--- src/rtl/countdown_arbiter_ctrl_if.sv ---
// Request/response bus between requesters and the countdown arbiter controller.
// Packed per-requester fields: [W-1:0] is requester 0, [2W-1:W] is requester 1.
interface countdown_arbiter_ctrl_if #(
   parameter int W  = 8,
   parameter int CW = 8
);
   logic [1:0]     req_valid;
   logic [1:0]     req_ready;
   logic [2*W-1:0] req_start;
   logic [2*W-1:0] req_step;
   logic [1:0]     rsp_valid;
   logic           rsp_err;
   logic [CW-1:0]  rsp_iters;

   modport master (
      output req_valid, req_start, req_step,
      input  req_ready, rsp_valid, rsp_err, rsp_iters
   );

   modport slave (
      input  req_valid, req_start, req_step,
      output req_ready, rsp_valid, rsp_err, rsp_iters
   );
endinterface

--- src/rtl/countdown_arbiter_ctrl.sv ---
// Round-robin sequencer sharing one X/Y countdown datapath between two requesters;
// returns the subtraction count and an error flag to the owner of each job.
module countdown_arbiter_ctrl #(
   parameter int W         = 8,
   parameter int CW        = 8,
   parameter int MAX_ITERS = 200
) (
   input  logic                     clk,
   input  logic                     reset_n,
   countdown_arbiter_ctrl_if.slave  bus,
   output logic                     busy,
   output logic [1:0]               dp_op_sel,
   output logic                     dp_en_x,
   output logic                     dp_en_y,
   output logic                     dp_y_sel,
   output logic [W-1:0]             dp_y_data,
   input  logic                     dp_zero
);

   localparam logic [2:0] S_IDLE       = 3'd0;
   localparam logic [2:0] S_LOAD_START = 3'd1;
   localparam logic [2:0] S_COPY_X     = 3'd2;
   localparam logic [2:0] S_LOAD_STEP  = 3'd3;
   localparam logic [2:0] S_RUN        = 3'd4;
   localparam logic [2:0] S_RESP       = 3'd5;

   localparam logic [1:0] OP_SUB  = 2'd2;
   localparam logic [1:0] OP_COPY = 2'd3;

   localparam logic [CW-1:0] ITER_LIMIT = CW'(MAX_ITERS);

   logic [2:0]    state;
   logic          rr_ptr;
   logic          owner;
   logic          err_q;
   logic [W-1:0]  start_q;
   logic [W-1:0]  step_q;
   logic [CW-1:0] iters;

   logic          grant_vld;
   logic          grant_idx;
   logic [W-1:0]  grant_start;
   logic [W-1:0]  grant_step;

   // Grant favours rr_ptr, falling back to the other requester; only offered in IDLE.
   always_comb begin
      grant_vld = 1'b0;
      grant_idx = rr_ptr;
      if (state == S_IDLE) begin
         if (bus.req_valid[rr_ptr]) begin
            grant_vld = 1'b1;
            grant_idx = rr_ptr;
         end else if (bus.req_valid[~rr_ptr]) begin
            grant_vld = 1'b1;
            grant_idx = ~rr_ptr;
         end
      end
   end

   assign grant_start = grant_idx ? bus.req_start[2*W-1:W] : bus.req_start[W-1:0];
   assign grant_step  = grant_idx ? bus.req_step[2*W-1:W]  : bus.req_step[W-1:0];

   assign bus.req_ready = grant_vld ? (2'b01 << grant_idx) : 2'b00;

   always_ff @(posedge clk or negedge reset_n) begin
      if (!reset_n) begin
         state   <= S_IDLE;
         rr_ptr  <= 1'b0;
         owner   <= 1'b0;
         err_q   <= 1'b0;
         start_q <= '0;
         step_q  <= '0;
         iters   <= '0;
      end else begin
         case (state)
            S_IDLE: begin
               if (grant_vld) begin
                  owner   <= grant_idx;
                  start_q <= grant_start;
                  step_q  <= grant_step;
                  iters   <= '0;
                  if (grant_step == '0) begin
                     err_q <= 1'b1;
                     state <= S_RESP;
                  end else begin
                     err_q <= 1'b0;
                     state <= S_LOAD_START;
                  end
               end
            end
            S_LOAD_START: state <= S_COPY_X;
            S_COPY_X:     state <= S_LOAD_STEP;
            S_LOAD_STEP:  state <= S_RUN;
            S_RUN: begin
               // Zero wins over the limit so a job landing exactly on MAX_ITERS succeeds.
               if (dp_zero) begin
                  err_q <= 1'b0;
                  state <= S_RESP;
               end else if (iters == ITER_LIMIT) begin
                  err_q <= 1'b1;
                  state <= S_RESP;
               end else begin
                  iters <= iters + CW'(1);
               end
            end
            S_RESP: begin
               rr_ptr <= ~owner;
               state  <= S_IDLE;
            end
            default: state <= S_IDLE;
         endcase
      end
   end

   always_comb begin
      busy          = (state != S_IDLE);
      dp_op_sel     = 2'b00;
      dp_en_x       = 1'b0;
      dp_en_y       = 1'b0;
      dp_y_sel      = 1'b0;
      dp_y_data     = '0;
      bus.rsp_valid = 2'b00;
      bus.rsp_err   = 1'b0;
      bus.rsp_iters = '0;
      case (state)
         S_LOAD_START: begin
            dp_y_sel  = 1'b1;
            dp_en_y   = 1'b1;
            dp_y_data = start_q;
         end
         S_COPY_X: begin
            dp_op_sel = OP_COPY;
            dp_en_x   = 1'b1;
         end
         S_LOAD_STEP: begin
            dp_y_sel  = 1'b1;
            dp_en_y   = 1'b1;
            dp_y_data = step_q;
         end
         S_RUN: begin
            if (!dp_zero && iters != ITER_LIMIT) begin
               dp_op_sel = OP_SUB;
               dp_en_x   = 1'b1;
            end
         end
         S_RESP: begin
            bus.rsp_valid = 2'b01 << owner;
            bus.rsp_err   = err_q;
            bus.rsp_iters = iters;
         end
         default: ;
      endcase
   end

endmodule

--- src/flat_wrapper.sv ---
// flat-port wrapper written by rule: the top's interface ports become plain ports
module countdown_arbiter_ctrl_flat 
#(
   parameter int W         = 8,
   parameter int CW        = 8,
   parameter int MAX_ITERS = 200
)
  (clk, reset_n, busy, dp_op_sel, dp_en_x, dp_en_y, dp_y_sel, dp_y_data, dp_zero, bus_req_valid, bus_req_start, bus_req_step, bus_req_ready, bus_rsp_valid, bus_rsp_err, bus_rsp_iters);
  countdown_arbiter_ctrl_if #(.W(W), .CW(CW)) bus_i ();
  input  logic clk;
  input  logic reset_n;
  output logic busy;
  output logic [1:0] dp_op_sel;
  output logic dp_en_x;
  output logic dp_en_y;
  output logic dp_y_sel;
  output logic [W-1:0] dp_y_data;
  input  logic dp_zero;
  input wire logic [$bits(bus_i.req_valid)-1:0] bus_req_valid;
  input wire logic [$bits(bus_i.req_start)-1:0] bus_req_start;
  input wire logic [$bits(bus_i.req_step)-1:0] bus_req_step;
  output wire logic [$bits(bus_i.req_ready)-1:0] bus_req_ready;
  output wire logic [$bits(bus_i.rsp_valid)-1:0] bus_rsp_valid;
  output wire logic [$bits(bus_i.rsp_err)-1:0] bus_rsp_err;
  output wire logic [$bits(bus_i.rsp_iters)-1:0] bus_rsp_iters;
  assign bus_i.req_valid = bus_req_valid;
  assign bus_i.req_start = bus_req_start;
  assign bus_i.req_step = bus_req_step;
  assign bus_req_ready = bus_i.req_ready;
  assign bus_rsp_valid = bus_i.rsp_valid;
  assign bus_rsp_err = bus_i.rsp_err;
  assign bus_rsp_iters = bus_i.rsp_iters;
  countdown_arbiter_ctrl #(.W(W), .CW(CW), .MAX_ITERS(MAX_ITERS)) u_core (.clk(clk), .reset_n(reset_n), .bus(bus_i), .busy(busy), .dp_op_sel(dp_op_sel), .dp_en_x(dp_en_x), .dp_en_y(dp_en_y), .dp_y_sel(dp_y_sel), .dp_y_data(dp_y_data), .dp_zero(dp_zero));
endmodule
--- config.mk ---
export PLATFORM = sky130hd
export DESIGN_NAME = countdown_arbiter_ctrl_flat
export DESIGN_NICKNAME = d
export VERILOG_FILES = /design/src/rtl/countdown_arbiter_ctrl_if.sv /design/src/rtl/countdown_arbiter_ctrl.sv /design/src/flat_wrapper.sv
export SDC_FILE = /design/constraint.sdc
export NUM_CORES = 1
export LEC_CHECK = 0
export CORE_MARGIN = 2
export CORE_UTILIZATION = 30
export DETAILED_ROUTE_END_ITERATION = 8
export HOLD_SLACK_MARGIN = 0.15
export PLACE_DENSITY = 0.62
export SYNTH_ARGS = -nofsm -noshare
export SYNTH_HDL_FRONTEND = slang
export SYNTH_SLANG_ARGS = --single-unit
--- constraint.sdc ---
create_clock -name clk -period 2.7 [get_ports clk]
set_clock_uncertainty 0.05 [all_clocks]
set_input_delay 0.27 -clock clk [delete_from_list [all_inputs] [get_ports clk]]
set_output_delay 0.27 -clock clk [all_outputs]
set_load 0.01 [all_outputs]
Yosys cells after proc, flatten, opt, wreduce, memory -nomap -nowiden:

Index checks and enable logic that the tools add are counted.

* register bits after elaboration: 30
* output and inout port bits: 27

* add/subtract/negate cells: 1
* $lt $le $gt $ge: 2
* eq/ne operators: 11
* shift-type cells: 2
* mux-type cells: 36
* bitwise logic cells: 2
* reductions and logical operators: 11

Operators with widths (number)
* 2-to-1 mux 8 bit: 6
* case mux 8 bit (2 select lines): 2
* 2-to-1 mux 1 bit: 17
* case mux 3 bit (5 select lines): 1
* 2-to-1 mux 3 bit: 4
* adder 8 x 1 -> 8 bit, second input constant: 1
* equality test 8 bit, second input constant: 1
* zero test 8 bit: 1
* != test 8 bit, second input constant: 1
* equality test 3 x 2 -> 1 bit, second input constant: 2
* equality test 3 bit, second input constant: 2
* 2-to-1 mux 2 bit: 3
* less-than comparator 1 x 2 -> 1 bit, second input constant: 2
* != test 2 bit, second input constant: 2
* case mux 1 bit (2 select lines): 2
* case mux 2 bit (2 select lines): 1
* AND reduction 2 bit: 2
* AND reduction 4 bit: 1
* << shifter 1 x 1 -> 2 bit, first input constant: 2
* equality test 3 x 1 -> 1 bit, second input constant: 1
* zero test 3 bit: 1
* != test 3 x 2 -> 1 bit, second input constant: 1
* AND reduction 3 bit: 1
* nonzero test 3 bit: 1
* 6 further kinds: 7

Longest topological paths before layout:

* depth in word-level cells: 11
* depth in mapped cells: 7

Worst setup path after synthesis:

Ideal clock, no wire load.

* kind: register to output
* from: register u_core.iters[5]
* to: output port dp_op_sel[1]
* arrival time: 1.747 ns
* slack: 0.633 ns
* cell stages (with the launch flop): 5
* cells stage by stage: dfrtp_1 > or2_2 > o31ai_1 > o21ai_0 > buf_4

* word-level cells in the longest chain between the ends: 4

Ends and longest elaborated chain
* start, declared: RTL line countdown_arbiter_ctrl.sv:38 `logic [CW-1:0] iters;`
* start signal, assigned: RTL line countdown_arbiter_ctrl.sv:103 `iters <= iters + CW'(1);`
* != test 8 bit: RTL line countdown_arbiter_ctrl.sv:141 `if (!dp_zero && iters != ITER_LIMIT) begin`
* logical AND 1 bit: RTL line countdown_arbiter_ctrl.sv:141
* 2-to-1 mux 2 bit: RTL line countdown_arbiter_ctrl.sv:141
* case mux 2 bit (2 select lines): RTL line countdown_arbiter_ctrl.sv:125 `case (state)`
* end, declared: RTL line flat_wrapper.sv:13 `output logic [1:0] dp_op_sel;`

Every way passes these cells.

Final worst setup path:

* from: register u_core.state[0]
* to: output port bus_req_ready[1]

* word-level cells in the longest chain between the ends: 4
* elaborated cells between the ends (all ways): 5
* classes of those cells: shift: 1; mux: 3; reduce/logical: 1

Ends and longest elaborated chain
* start, declared: RTL line countdown_arbiter_ctrl.sv:32 `logic [2:0] state;`
* start signal, assigned: RTL line countdown_arbiter_ctrl.sv:67 `state <= S_IDLE;`
* start signal, assigned: RTL line countdown_arbiter_ctrl.sv:84 `state <= S_RESP;`
* start signal, assigned: RTL line countdown_arbiter_ctrl.sv:87 `state <= S_LOAD_START;`
* zero test 3 bit (*): RTL line countdown_arbiter_ctrl.sv:49 `if (state == S_IDLE) begin`
* 2-to-1 mux 1 bit: RTL line countdown_arbiter_ctrl.sv:49
* << shifter 1 x 1 -> 2 bit: RTL line countdown_arbiter_ctrl.sv:63 `assign bus.req_ready = grant_vld ? (2'b01 << grant_idx) : 2'b00;`
* 2-to-1 mux 2 bit (*): RTL line countdown_arbiter_ctrl.sv:63
* end, declared: RTL line flat_wrapper.sv:22 `output wire logic [$bits(bus_i.req_ready)-1:0] bus_req_ready;`

Every way passes the cells marked *; elsewhere a longest branch is shown, timed or not.

==> qor.tcl <==
set qor(drt.antenna.violating_nets) 0
set qor(path_max_fanout) 10
set qor(yosysWarnings) 0
set qor(floorplan.initialDensity_pct) 30.6
set qor(layout.core_utilization_pct) 44.4
set qor(area_overhead_of_the_layout_relative_to_synthesis_pct) 44.9
set qor(tns_ns) 0
set qor(rows) 28
set qor(final-setup-viol-count) 0
set qor(port_buffers) 63
set qor(final_critical_path_setup_slack_ns) 0.0931
set qor(chipHeight_um) 81.3
set qor(power-per-cell-area_nw_per_um2) 877
set qor(synth.yosys.seq_area_share_pct) 41.9
set qor(max_cap_violations) 0
set qor(globalRouteTotalUtil_pct) 14.0
set qor(synth_flop_cell) {sky130_fd_sc_hd__dfrtp_1}
set qor(worst_skew_pair.late_latency_ns) 0.28
set qor(ys_ff_latch) 30
set qor(run_status) {completed}
set qor(syn_inst) 194
set qor(switching_share_pct) 38.4
set qor(number_of_unique_standard_cell_types_used_by_synthesis) 37
set qor(data_arrival_time_of_the_critical_path_ns) 2.29
set qor(clock_tree.buffer_depth) 2
set qor(drt_wl_total_um) 4270
set qor(gp_congestion) 0.811
set qor(synth_largest_type_area_fraction_pct) 41.9
set qor(final_critical_period_ns) 2.61
set qor(detail_route.wl_per_cell_um) 12.8
set qor(vias) 1578
set qor(n_fill_cell) 568
set qor(layoutNonFillerInstCount) 334
set qor(grt.overflow.total) 0
set qor(cts-htree-levels) 2
set qor(p_clk_share_pct) 16.5
set qor(final_cell_area_um2) 2600
set qor(p_switching_w) 0.000874
set qor(power.share.combinational_pct) 50.5
set qor(drive_gt1_share_pct) 7.72
set qor(synth.net_count) 233
set qor(n_antenna_cell) 0
set qor(period_share_pct) 96.6
set qor(hold_class) {in2async}
set qor(post-cts-setup-buffer-count) 0
set qor(cts.root.buffer_cell) {sky130_fd_sc_hd__clkbuf_8}
set qor(chipWidth_um) 81.3
set qor(largest_net_degree_at_the_start_of_global_routing) 36
set qor(netlist.top_cell.by_area) {sky130_fd_sc_hd__dfrtp_1}
set qor(synth-edff-count) 0
set qor(numCtsBuffers) 5
set qor(boundaryPins) 64
set qor(die_area_um2) 6610
set qor(cts_hold_buf) 0
set qor(viasPerCell) 4.72
set qor(slew_headroom_pct) 60.2
set qor(tritoncts) {done}
set qor(slew_worst_pin_ns) 0.592
set qor(timing_worst_setup_path_type) {reg2out}
set qor(cts_repair_resize_count) 0
set qor(initial_antenna_violation_count) 0
set qor(clk_transition_reported_paths_ns) 0.07
set qor(first_iter_violations) 71
set qor(placedInstanceArea_um2) 2500
set qor(grt_first_pass_wirelength_um) 6970
set qor(rsz0062_at_grt) {no}
set qor(place_inst) 326
set qor(worst_ep_required_time_ns) 2.38
set qor(ir_drop_uv) 371
set qor(dr.pass1.iters) 4
set qor(netlist_top_cells_area) {sky130_fd_sc_hd__dfrtp_1 (42%), sky130_fd_sc_hd__mux2i_1 (15%), sky130_fd_sc_hd__o21ai_0 (4.7%)}
set qor(drc) 0
set qor(core-area_um2) 5850
set qor(critical_path.startpoint_type) {register}
set qor(total_leakage_power_nw) 1.11
set qor(slew_viol_final) 0
set qor(first_global_vias) 1499
set qor(power.internal_w) 0.00140
set qor(postSynthAreaPerCell_um2) 9.24
set qor(report.final.hold_viol_count) 0
set qor(post-dp-hpwl_um) 3180
set qor(finish.net_count) 297
set qor(async_set_or_reset_flop_fraction_in_the_synthesized_netlist_pct) 100
set qor(critical_path.endpoint_type) {output pin}
set qor(dp_slack_ns) 0.140
set qor(clkSinkCount) 30
set qor(max_clock_freq_mhz) 384
set qor(pwr-share-seq_pct) 33.0
set qor(synth_area_um2) 1790
==> Yosys cell counts (2+ instances only) <==
library cell               instances
sky130_fd_sc_hd__nand2_1          21
sky130_fd_sc_hd__o21ai_0          17
sky130_fd_sc_hd__nor4_1            4
sky130_fd_sc_hd__clkbuf_1          7
sky130_fd_sc_hd__buf_4             2
sky130_fd_sc_hd__nor2b_1           2
sky130_fd_sc_hd__nor3_1            6
sky130_fd_sc_hd__buf_1             2
sky130_fd_sc_hd__mux2i_1          26
sky130_fd_sc_hd__buf_6             2
sky130_fd_sc_hd__ha_1              2
sky130_fd_sc_hd__o21ai_1           3
sky130_fd_sc_hd__inv_1             5
sky130_fd_sc_hd__dfrtp_1          30
sky130_fd_sc_hd__and2_1           11
sky130_fd_sc_hd__nor2_1           21
sky130_fd_sc_hd__xor2_1            6
sky130_fd_sc_hd__nand4_1           4
sky130_fd_sc_hd__nand2b_1          3
sky130_fd_sc_hd__nand3_1           3
==> flip-flops by register name, indices dropped and copies added (netlist names) <==
register and flops:
u_core.err_q 1, u_core.iters 8, u_core.start_q 8, u_core.state 3, u_core.owner 1, u_core.rr_ptr 1
u_core.step_q 8
==> cells by family after synthesis <==
logic type / count (synthesis) / share of synthesized area (%)
buffers and inverters: 19 / 5.87
XOR/XNOR: 6 / 2.93
flip-flops: 30 / 41.9
multiplexers: 26 / 14.5
AO/OA/AOI/OAI: 28 / 9.50
AND/OR/NAND/NOR: 83 / 23.9
adder cells (fa/ha/maj): 2 / 1.40
==> worst paths after layout <==
| check | start | end | slack, ns | cells past startpoint |
|---|---|---|---|---|
| max | u_core.state[0] | bus_req_ready[1] | 0.09 | 4 |
| min | reset_n | u_core.rr_ptr | 0.34 | 2 |
| max reg2reg | u_core.state[0] | u_core.state[2] | 0.34 | 5 |
| min reg2reg | u_core.start_q[6] | u_core.start_q[6] | 0.43 | 2 |
| max in group asynchronous | reset_n | u_core.step_q[5] | 1.97 | 2 |
| min in group clk | u_core.start_q[6] | u_core.start_q[6] | 0.43 | 2 |
==> metal layers <==
layer	share of wire [%]	vias to the layer above	track usage, %
li1	-	798	-
met1	47	729	18.2
met2	46	45	22.0
met3	5.2	6	4.33
met4	1.4	0	5.08
met5	0	-	0
==> layout by cell type (no fill, tap or decap), types with 2 or more instances in the layout <==
cell type	n
sky130_fd_sc_hd__nor3_1	6
sky130_fd_sc_hd__mux2i_1	26
sky130_fd_sc_hd__clkdlybuf4s50_1	63
sky130_fd_sc_hd__ha_1	2
sky130_fd_sc_hd__o21ai_0	17
sky130_fd_sc_hd__nor4_1	4
sky130_fd_sc_hd__nor2_1	21
sky130_fd_sc_hd__xor2_1	6
sky130_fd_sc_hd__nand2_1	21
sky130_fd_sc_hd__buf_4	8
sky130_fd_sc_hd__nand2b_1	3
sky130_fd_sc_hd__and2_1	11
sky130_fd_sc_hd__nand4_1	4
sky130_fd_sc_hd__o21ai_1	2
sky130_fd_sc_hd__nor2b_1	2
sky130_fd_sc_hd__dfrtp_1	30
sky130_fd_sc_hd__inv_1	5
sky130_fd_sc_hd__clkbuf_8	6
sky130_fd_sc_hd__nand3_1	3
==> final cells by class <==
type                            count  area, um2  share of cell area, %
Clock inverter                      1       5.00                  0.193
Clock buffer                        7       86.3                   3.33
Timing Repair Buffer               71        691                   26.6
Sequential cell                    30        751                   28.9
Inverter                            5       18.8                  0.723
Multi-Input combinational cell    145        951                   36.6
Tap cell                           75       93.8                   3.61
==> worst max-delay path, stage by stage, from the launching register on <==
cell                              delay, ns
sky130_fd_sc_hd__dfrtp_1               0.49
sky130_fd_sc_hd__or4b_4                0.58
sky130_fd_sc_hd__a221oi_4              0.32
sky130_fd_sc_hd__nor2_1                0.12
sky130_fd_sc_hd__clkdlybuf4s50_1       0.49
==> power groups by stage <==
stage          Combinational [W]  Sequential, W  Clock (W)
5_1_grt                  0.00128       0.000781   0.000412
3_5_place_dp             0.00117       0.000758          0
2_1_floorplan           0.000815       0.000696          0
4_1_cts                  0.00118       0.000751   0.000388
3_3_place_gp             0.00116       0.000754          0
6_report                 0.00115       0.000752   0.000375
==> per-stage QoR <==
stage	hold slack, ns	total power, W
final	0.339	0.00228
after global routing	0.366	0.00247
after CTS	0.344	0.00232
after detailed placement	0.420	0.00193
after global placement	0.413	0.00192
after floorplan	-0.0756	0.00151
No activity file was read; power rests on OpenSTA's default activity.
